**src/rtl/spike_compressor_temporal_mc.sv**
```systemverilog
// spike_compressor_temporal_mc
//   Collects per-channel spike bits over a window of T_WINDOW accepted
//   timesteps and emits each window as one frame on a valid/ready output.
//   The frame holds the packed patterns, the per-channel spike counts, the
//   window length and a frame id. A flush emits a partial window early.
//   Storage is one accumulator plus one output register. When the output
//   register cannot take a finished frame, the accumulator keeps it (HOLD)
//   until the output register drains.
//
// Ports
//   clk          clock, all state on posedge
//   rst_n        asynchronous active-low reset
//   spike_in     one spike bit per channel for the current timestep
//   spike_valid  spike_in is valid; accepted when spike_valid && in_ready
//   flush        request emission of the partial frame
//   in_ready     a timestep can be accepted this cycle (registered state only)
//   out_valid    output frame valid
//   out_ready    consumer takes the frame when out_valid && out_ready
//   out_pattern  channel c at [c*T_WINDOW +: T_WINDOW], bit 0 = newest step
//   out_count    channel c spike count at [c*CNT_W +: CNT_W]
//   out_len      number of timesteps in the frame
//   out_id       frame sequence number, wraps modulo 2^ID_W
//   drop_err     sticky: spike_valid was seen while in_ready was 0
module spike_compressor_temporal_mc #(
  parameter int N_CH     = 4,
  parameter int T_WINDOW = 16,
  parameter int ID_W     = 8,
  localparam int CNT_W   = $clog2(T_WINDOW + 1)
) (
  input  logic                       clk,
  input  logic                       rst_n,
  input  logic [N_CH-1:0]            spike_in,
  input  logic                       spike_valid,
  input  logic                       flush,
  output logic                       in_ready,
  output logic                       out_valid,
  input  logic                       out_ready,
  output logic [N_CH*T_WINDOW-1:0]   out_pattern,
  output logic [N_CH*CNT_W-1:0]      out_count,
  output logic [CNT_W-1:0]           out_len,
  output logic [ID_W-1:0]            out_id,
  output logic                       drop_err
);

  typedef enum logic {COLLECT = 1'b0, HOLD = 1'b1} state_t;

  state_t                     state_q, state_d;
  logic [N_CH*T_WINDOW-1:0]   acc_pat_q, pat_upd;
  logic [N_CH*CNT_W-1:0]      acc_cnt_q, cnt_upd;
  logic [CNT_W-1:0]           step_q, step_upd;
  logic [ID_W-1:0]            frame_id_q;
  logic                       out_valid_q;
  logic [N_CH*T_WINDOW-1:0]   out_pattern_q;
  logic [N_CH*CNT_W-1:0]      out_count_q;
  logic [CNT_W-1:0]           out_len_q;
  logic [ID_W-1:0]            out_id_q;
  logic                       drop_err_q;

  logic accept;
  logic out_free;
  logic emit;
  logic load_out;

  assign accept   = spike_valid && (state_q == COLLECT);
  assign out_free = !out_valid_q || out_ready;

  // Accumulator contents after this cycle's accept. In HOLD there is never an
  // accept, so these equal the held frame. This lets both states load the
  // output register from the same source.
  genvar gi;
  generate
    for (gi = 0; gi < N_CH; gi++) begin : g_ch
      assign pat_upd[gi*T_WINDOW +: T_WINDOW] = accept
          ? {acc_pat_q[gi*T_WINDOW +: T_WINDOW-1], spike_in[gi]}
          : acc_pat_q[gi*T_WINDOW +: T_WINDOW];
      assign cnt_upd[gi*CNT_W +: CNT_W] = acc_cnt_q[gi*CNT_W +: CNT_W]
          + (accept ? CNT_W'(spike_in[gi]) : CNT_W'(0));
    end
  endgenerate

  assign step_upd = step_q + (accept ? CNT_W'(1) : CNT_W'(0));

  // A frame is finished either when the window fills or on a flush. A flush
  // finishes a frame only if the frame would contain at least one step.
  assign emit = (state_q == COLLECT)
             && ((accept && (step_upd == CNT_W'(T_WINDOW)))
              || (flush && ((step_q != '0) || accept)));

  // State register.
  always_ff @(posedge clk or negedge rst_n) begin
    if (!rst_n) state_q <= COLLECT;
    else        state_q <= state_d;
  end

  // Next-state logic.
  always_comb begin
    state_d = state_q;
    case (state_q)
      COLLECT: if (emit && !out_free) state_d = HOLD;
      HOLD:    if (out_free)          state_d = COLLECT;
      default: state_d = COLLECT;
    endcase
  end

  // FSM outputs.
  always_comb begin
    in_ready = 1'b0;
    load_out = 1'b0;
    case (state_q)
      COLLECT: begin
        in_ready = 1'b1;
        load_out = emit && out_free;
      end
      HOLD: load_out = out_free;
      default: ;
    endcase
  end

  // Accumulator, frame id and output register.
  always_ff @(posedge clk or negedge rst_n) begin
    if (!rst_n) begin
      acc_pat_q     <= '0;
      acc_cnt_q     <= '0;
      step_q        <= '0;
      frame_id_q    <= '0;
      out_valid_q   <= 1'b0;
      out_pattern_q <= '0;
      out_count_q   <= '0;
      out_len_q     <= '0;
      out_id_q      <= '0;
      drop_err_q    <= 1'b0;
    end else begin
      if (load_out) begin
        acc_pat_q     <= '0;
        acc_cnt_q     <= '0;
        step_q        <= '0;
        frame_id_q    <= frame_id_q + ID_W'(1);
        out_valid_q   <= 1'b1;
        out_pattern_q <= pat_upd;
        out_count_q   <= cnt_upd;
        out_len_q     <= step_upd;
        out_id_q      <= frame_id_q;
      end else begin
        acc_pat_q <= pat_upd;
        acc_cnt_q <= cnt_upd;
        step_q    <= step_upd;
        if (out_ready) out_valid_q <= 1'b0;
      end
      if (spike_valid && !in_ready) drop_err_q <= 1'b1;
    end
  end

  assign out_valid   = out_valid_q;
  assign out_pattern = out_pattern_q;
  assign out_count   = out_count_q;
  assign out_len     = out_len_q;
  assign out_id      = out_id_q;
  assign drop_err    = drop_err_q;

endmodule
```
**config.mk**
```make
export PLATFORM = sky130hd
export DESIGN_NAME = spike_compressor_temporal_mc
export DESIGN_NICKNAME = d
export VERILOG_FILES = /design/src/rtl/spike_compressor_temporal_mc.sv
export SDC_FILE = /design/constraint.sdc
export NUM_CORES = 1
export LEC_CHECK = 0
export CORE_UTILIZATION = 30
export DETAILED_ROUTE_END_ITERATION = 8
export GPL_TIMING_DRIVEN = 0
export PLACE_DENSITY = 0.48
export SETUP_SLACK_MARGIN = 0.15
export SLEW_MARGIN = 20
export SYNTH_ARGS = -nofsm -noshare
export SYNTH_HDL_FRONTEND = slang
export SYNTH_SLANG_ARGS = --single-unit
```
**constraint.sdc**
```tcl
create_clock -name clk -period 3.4 [get_ports clk]
set_input_delay 1.02 -clock clk [delete_from_list [all_inputs] [get_ports clk]]
set_output_delay 1.02 -clock clk [all_outputs]
set_load 0.01 [all_outputs]
```
* Word level (Yosys, flattened, before mapping)
Index checks and enable logic that the tools add are counted.
W data, S select, Z words.
** Storage, ports and cells
- Bits in writable memories :: 0
- Register bits :: 197
- Output and inout port bits :: 100
- Latch bits :: 0
- Word-level logic and storage cells :: 52
- Memories kept :: 0
- Bits in read-only memories :: 0
** Operators by class
- Magnitude comparators :: 0
- Multiplexer cells :: 19
- Multiply operators :: 0
- Equality and inequality tests :: 1
- Add/subtract/negate cells :: 6
- Bitwise operators :: 1
- Reductions and logical operators :: 14
- Shifts and indexed selects :: 0
- Div/mod/pow operators :: 0
** Operators with widths (count)
- $mux W16 :: 4
- $mux W64 :: 1
- $add A5 B1 Y5 :: 5
- $mux W20 :: 1
- $mux W1 :: 10
- $add A8 B1 Y8 const B :: 1
- $logic_and A1 B1 Y1 :: 7
- $eq A5 B5 Y1 const B :: 1
- $mux W5 :: 1
- $reduce_bool A5 Y1 :: 1
- $pmux W1 S2 :: 2
- $logic_or A1 B1 Y1 :: 3
- $logic_not A1 Y1 :: 2
- $reduce_bool A2 Y1 :: 1
- $not A1 Y1 :: 1

* Logic depth before layout (Yosys ltp)
- Depth after elaboration :: 11
- Gate-level depth with buffers :: 14

* Least setup slack after synthesis
Ideal clock, no wire load.
- Kind :: input port to flip-flop
- Start :: in spike_valid
- End :: reg out_count_q[0], in the netlist out_count[0]
- Library setup time :: 127 ps
- Slack :: -507 ps
- Cell stages on the path :: 14
- Data arrival time :: 3780 ps
- Required time :: 3273 ps
- Path through :: nand2b_1 > clkbuf_1 > inv_2 > buf_1 > ha_1 > ha_1 > xnor2_1 > nor4b_2 > a311oi_2 > or2_1 > buf_2 > buf_8 > buf_6 > mux2_1
** On the way
- Word-level cells in the longest chain between the ends :: 9
- Elaborated cells on any way between the ends :: 13
- Those cells by class :: 2 x add/sub; 1 x eq/ne; 3 x mux; 7 x reduce/logical
** Ends and longest elaborated chain
- from (decl) :: RTL line 33 : input logic spike_valid,
- $logic_and A1 B1 Y1 * :: RTL line 64 : assign accept = spike_valid && (state_q == COLLECT);
- $mux W1 :: RTL line 81 : assign step_upd = step_q + (accept ? CNT_W'(1) : CNT_W'(0));
- $add A5 B1 Y5 :: RTL line 81
- $eq A5 B5 Y1 :: RTL line 86 : && ((accept && (step_upd == CNT_W'(T_WINDOW)))
- $logic_and A1 B1 Y1 :: RTL line 86
- $logic_or A1 B1 Y1 :: RTL line 87 : || (flush && ((step_q != '0) || accept)));
- $logic_and A1 B1 Y1 :: RTL line 86
- $logic_and A1 B1 Y1 :: RTL line 112 : load_out = emit && out_free;
- $pmux W1 S2 :: RTL line 109 : case (state_q)
- to (signal assigned) :: RTL line 140 : out_count_q <= cnt_upd;
- to (decl) :: RTL line 54 : logic [N_CH*CNT_W-1:0] out_count_q;
Mark *: on every way between the ends. The rest lies on a longest branch, timed or not.
A chain may end at the register's enable or synchronous reset.

* Worst setup path after layout
- Start :: in spike_valid
- End :: reg out_id_q[3], in the netlist out_id[3]
** On the way
- Word-level cells in the longest chain between the ends :: 9
- Elaborated cells on any way between the ends :: 11
- Those cells by class :: 1 x add/sub; 1 x eq/ne; 2 x mux; 7 x reduce/logical
** Ends and longest elaborated chain
- $logic_and A1 B1 Y1 * :: RTL line 64
- $mux W1 :: RTL line 81
- $add A5 B1 Y5 :: RTL line 81
- $eq A5 B5 Y1 :: RTL line 86
- $logic_and A1 B1 Y1 :: RTL line 86
- $logic_or A1 B1 Y1 * :: RTL line 87
- $logic_and A1 B1 Y1 * :: RTL line 86
- $logic_and A1 B1 Y1 * :: RTL line 112
- $pmux W1 S2 * :: RTL line 109
- to (signal assigned) :: RTL line 142 : out_id_q <= frame_id_q;
- to (decl) :: RTL line 56 : logic [ID_W-1:0] out_id_q;
Marked as above.

==> results.md <==
- Status: complete, no violations
- First-pass GRT wire length: 30,500 µm
- Initial DRT Pass Iterations: 4
- Final Core Density: 40.8%
- CP Capture Point: out_id[3]$_DFFE_PN0P_
- Setup crit end kind: register
- Yosys top cell by area: dfrtp_1
- Sink Count: between 150 and 200
- Wirelength per Cell: 16.8 µm
- Die width: 162 µm
- Critical Path Start Type: primary input
- Cell Count, Final, Fillers Out: 1,132
- Total power: 7.02 mW
- Worst-case reg-to-reg path depth: 14
- Critical Path, Cell by Cell: buf_4, nand2b_4, clkbuf_16, inv_12, buf_12, ha_4, ha_4, xnor2_4, nor4b_4, a311oi_4, or2_1, buf_6, buf_12, buf_12, mux2_1
- Die footprint: 26,300 µm²
- CTS clk-pin slew, worst paths: 0.08 ns
- Reg2Reg Capture Point: out_id[3]$_DFFE_PN0P_
- Critical path class: primary input to register
- Site row count: 58
- Reg2reg setup slack: 0.33 ns
- Period utilization: 93.6%
- IO Pins: approximately 110
- CTS Buffer Depth: 2
- Share of cells above drive strength 1: approximately an eighth
- Avg Vias per Cell: about 4.7
- Post-Syn Instances: 647
- Placed Cells incl. Taps: 1,087
- Netlist cell types: 37
- Skew final: around 0.015 ns
- Initial core utilization: 30.6%
- Final Hold Viols: 0
- Min Tclk post-route: 3.18 ns
- CP arrival: between 3 and 4 ns
- Slowest CP cell: a311oi_4
- Hold/Removal Path Class: register to register
- Post-synth top flop: dfrtp_1
- DRT Wirelength: between 15,000 and 20,000 µm
- Clk_lat worst skew: 0.43 ns
- H-tree depth: 4
- Die Y: 162 µm
- DP Wirelength: between 10,000 and 15,000 µm
- Syn-to-layout area delta: 33.3%
- Gr usage total: 15.2%
- Post-synth top area share: roughly 64%
- Initial antenna violation count: 0
- Setup crit start: spike_valid
- Core box area: between 20,000 and 30,000 µm²
- VDD IR-drop max: 0.284 mV
- Max incr delay on CP: 0.45 ns
- MaxCap Viol Count: 0
- CTS tree: yes
- CTS Buf Count: 17
- Worst slew margin: 51.6%
- Initial drt markers: 212
- P per Cell Area: 684 nW/µm²
- Diode count: 0
- Syn avg cell area: between 10 and 15 µm²
- Leakage: 4.75 nW
- Fillers: 2,349
- CP most frequent cell: buf_12
- DR vias: 5,331
- DRC viols: 0
- Vias in the first global route: ~5,600
- R2R Path Start: state_q$_DFF_PN0_
- Largest net degree at the start of global routing: 79
- Root Driver: clkbuf_16
- Antenna Violating Nets Remaining: 0
- Final setup fails: 0
- FFs w/ async S/R, synth: between 90% and 100%
- IO buf count: ~110
- Multi-input logic area: 2700 µm²
- Critical Path RT: 3.71 ns
- RSZ-0062 raised after global routing: yes
- Max Slew Vio Count: 0
- Synth Net Count: about 670
- Register area: approximately 5000 µm²
- Grt ovf: 0
- Ranking of synthesized cells by area: dfrtp_1 (64%), o21ai_0 (9.8%), mux2i_1 (7.8%)
- Post-synthesis register bit count: 197
- Netlist Area Pre-Place: 7700 µm²
- Crit path max fanout: 10
- Synth warn: 0
- Placer Congestion: 0.765
- Post-synth EDFFs: 0
- Worst slew pin tran: 0.726 ns
- Max frequency: 0.314 GHz
- Final net count: 809
- Register area share after synthesis: 64.0%
power breakdown:
part	switching [mW]	internal [mW]	total (mW)
Combinational	1.02	0.994	2.01
Sequential	0.232	2.68	2.91
Clock	0.913	1.19	2.10
Total	2.16	4.86	7.02
worst min-delay path by stage:
stage,depth (start not counted),startpoint,end,slack [ns]
2_1_floorplan,1,frame_id_q[7]$_DFFE_PN0P_,frame_id_q[7]$_DFFE_PN0P_,0.43
3_5_place_dp,1,drop_err$_DFFE_PN0P_,drop_err$_DFFE_PN0P_,0.45
4_1_cts,1,frame_id_q[7]$_DFFE_PN0P_,frame_id_q[7]$_DFFE_PN0P_,0.47
3_3_place_gp,1,drop_err$_DFFE_PN0P_,drop_err$_DFFE_PN0P_,0.44
6_report,1,drop_err$_DFFE_PN0P_,drop_err$_DFFE_PN0P_,0.47
5_1_grt,1,frame_id_q[7]$_DFFE_PN0P_,frame_id_q[7]$_DFFE_PN0P_,0.48
cells in the mapped netlist (all sizes together), types with 3 or more instances:
cell type	instances
nand2	4
nand3	11
and2	15
a21oi	7
mux2i	60
xnor2	7
nor4b	3
clkbuf	37
ha	11
buf	9
o21ai	156
nor2	79
xor2	15
dfrtp	197
mux2	19
layer usage:
layer / up-vias / global-route usage, % / share of wire (%)
li1: 2510 / - / -
met1: 2716 / 20.4 / 47
met2: 91 / 24.0 / 48
met3: 14 / 4.37 / 4.3
met4: 0 / 3.99 / 0.91
met5: - / 0 / 0
final cells by class:
cell class | count | area share (%)
multi-input cells | 402 | 26.3
clock buffers | 19 | 4.31
inverters | 2 | 0.195
flip-flops and latches | 197 | 48.0
clock inverters | 13 | 1.66
plain buffers | 45 | 2.88
repair buffers | 124 | 12.7
well taps | 330 | 4.02
sequential cells by signal (all words and copies together), names as in the netlist:
register     flops
out_valid        1
frame_id_q       8
acc_pat_q       64
out_pattern     64
out_id           8
drop_err         1
step_q           5
out_len          5
acc_cnt_q       20
state_q          1
out_count       20
stage by stage:
step                setup slack, ns  setup TNS [ns]  instance area, µm²  hold slack, ns
floorplan                    0.0323               0                7850           0.435
global placement              -6.75        -1505.56                9340           0.440
detailed placement            -1.39         -190.24                9400           0.452
CTS                           0.153               0               10200           0.472
global route                  0.119               0               10300           0.482
finish                        0.216               0               10300           0.468
critical path, delay by kind of cell:
family                   cells  cell delay [ns]
AO/OA/AOI/OAI                1             0.45
XOR/XNOR                     1             0.13
adder cells (fa/ha/maj)      2             0.33
buffers and inverters        7             0.84
multiplexers                 1             0.32
AND/OR/NAND/NOR              3             0.40
placed cells by master (no fill, tap or decap), types with 4 or more instances in the layout:
master,count
clkbuf_1,23
mux2_1,7
and2_1,15
clkbuf_16,18
buf_4,13
o21ai_0,149
buf_12,6
inv_6,4
mux2i_1,60
a21oi_1,7
ha_1,9
xnor2_1,5
clkbuf_4,4
xor2_1,15
clkdlybuf4s50_1,106
nor2_1,78
mux2_4,11
o21ai_1,7
nand3_1,10
clkbuf_2,9
nand2_1,4
dfrtp_1,197
cells by family (layout without fill, tap and decap cells):
group / Yosys count / in the layout / share of synthesized area (%)
adder cells (fa/ha/maj): 11 / 11 / 1.79
AND/OR/NAND/NOR: 122 / 122 / 7.21
buffers and inverters: 48 / 203 / 2.70
XOR/XNOR: 22 / 22 / 2.50
multiplexers: 79 / 79 / 10.6
flip-flops: 197 / 197 / 64.0
AO/OA/AOI/OAI: 168 / 168 / 11.2
what timing repair did:
| action | in CTS | in global routing |
|---|---|---|
| endpoints found under the setup margin | 193 | 116 |
| setup buffers | 9 | 4 |
| cloned | 1 | 0 |
| hold buffers | 0 | 0 |
| pin swaps | 4 | 2 |
| gates resized for setup | 20 | 30 |
| hold endpoints to repair | 0 | 0 |
No activity file was read; power rests on OpenSTA's default activity.
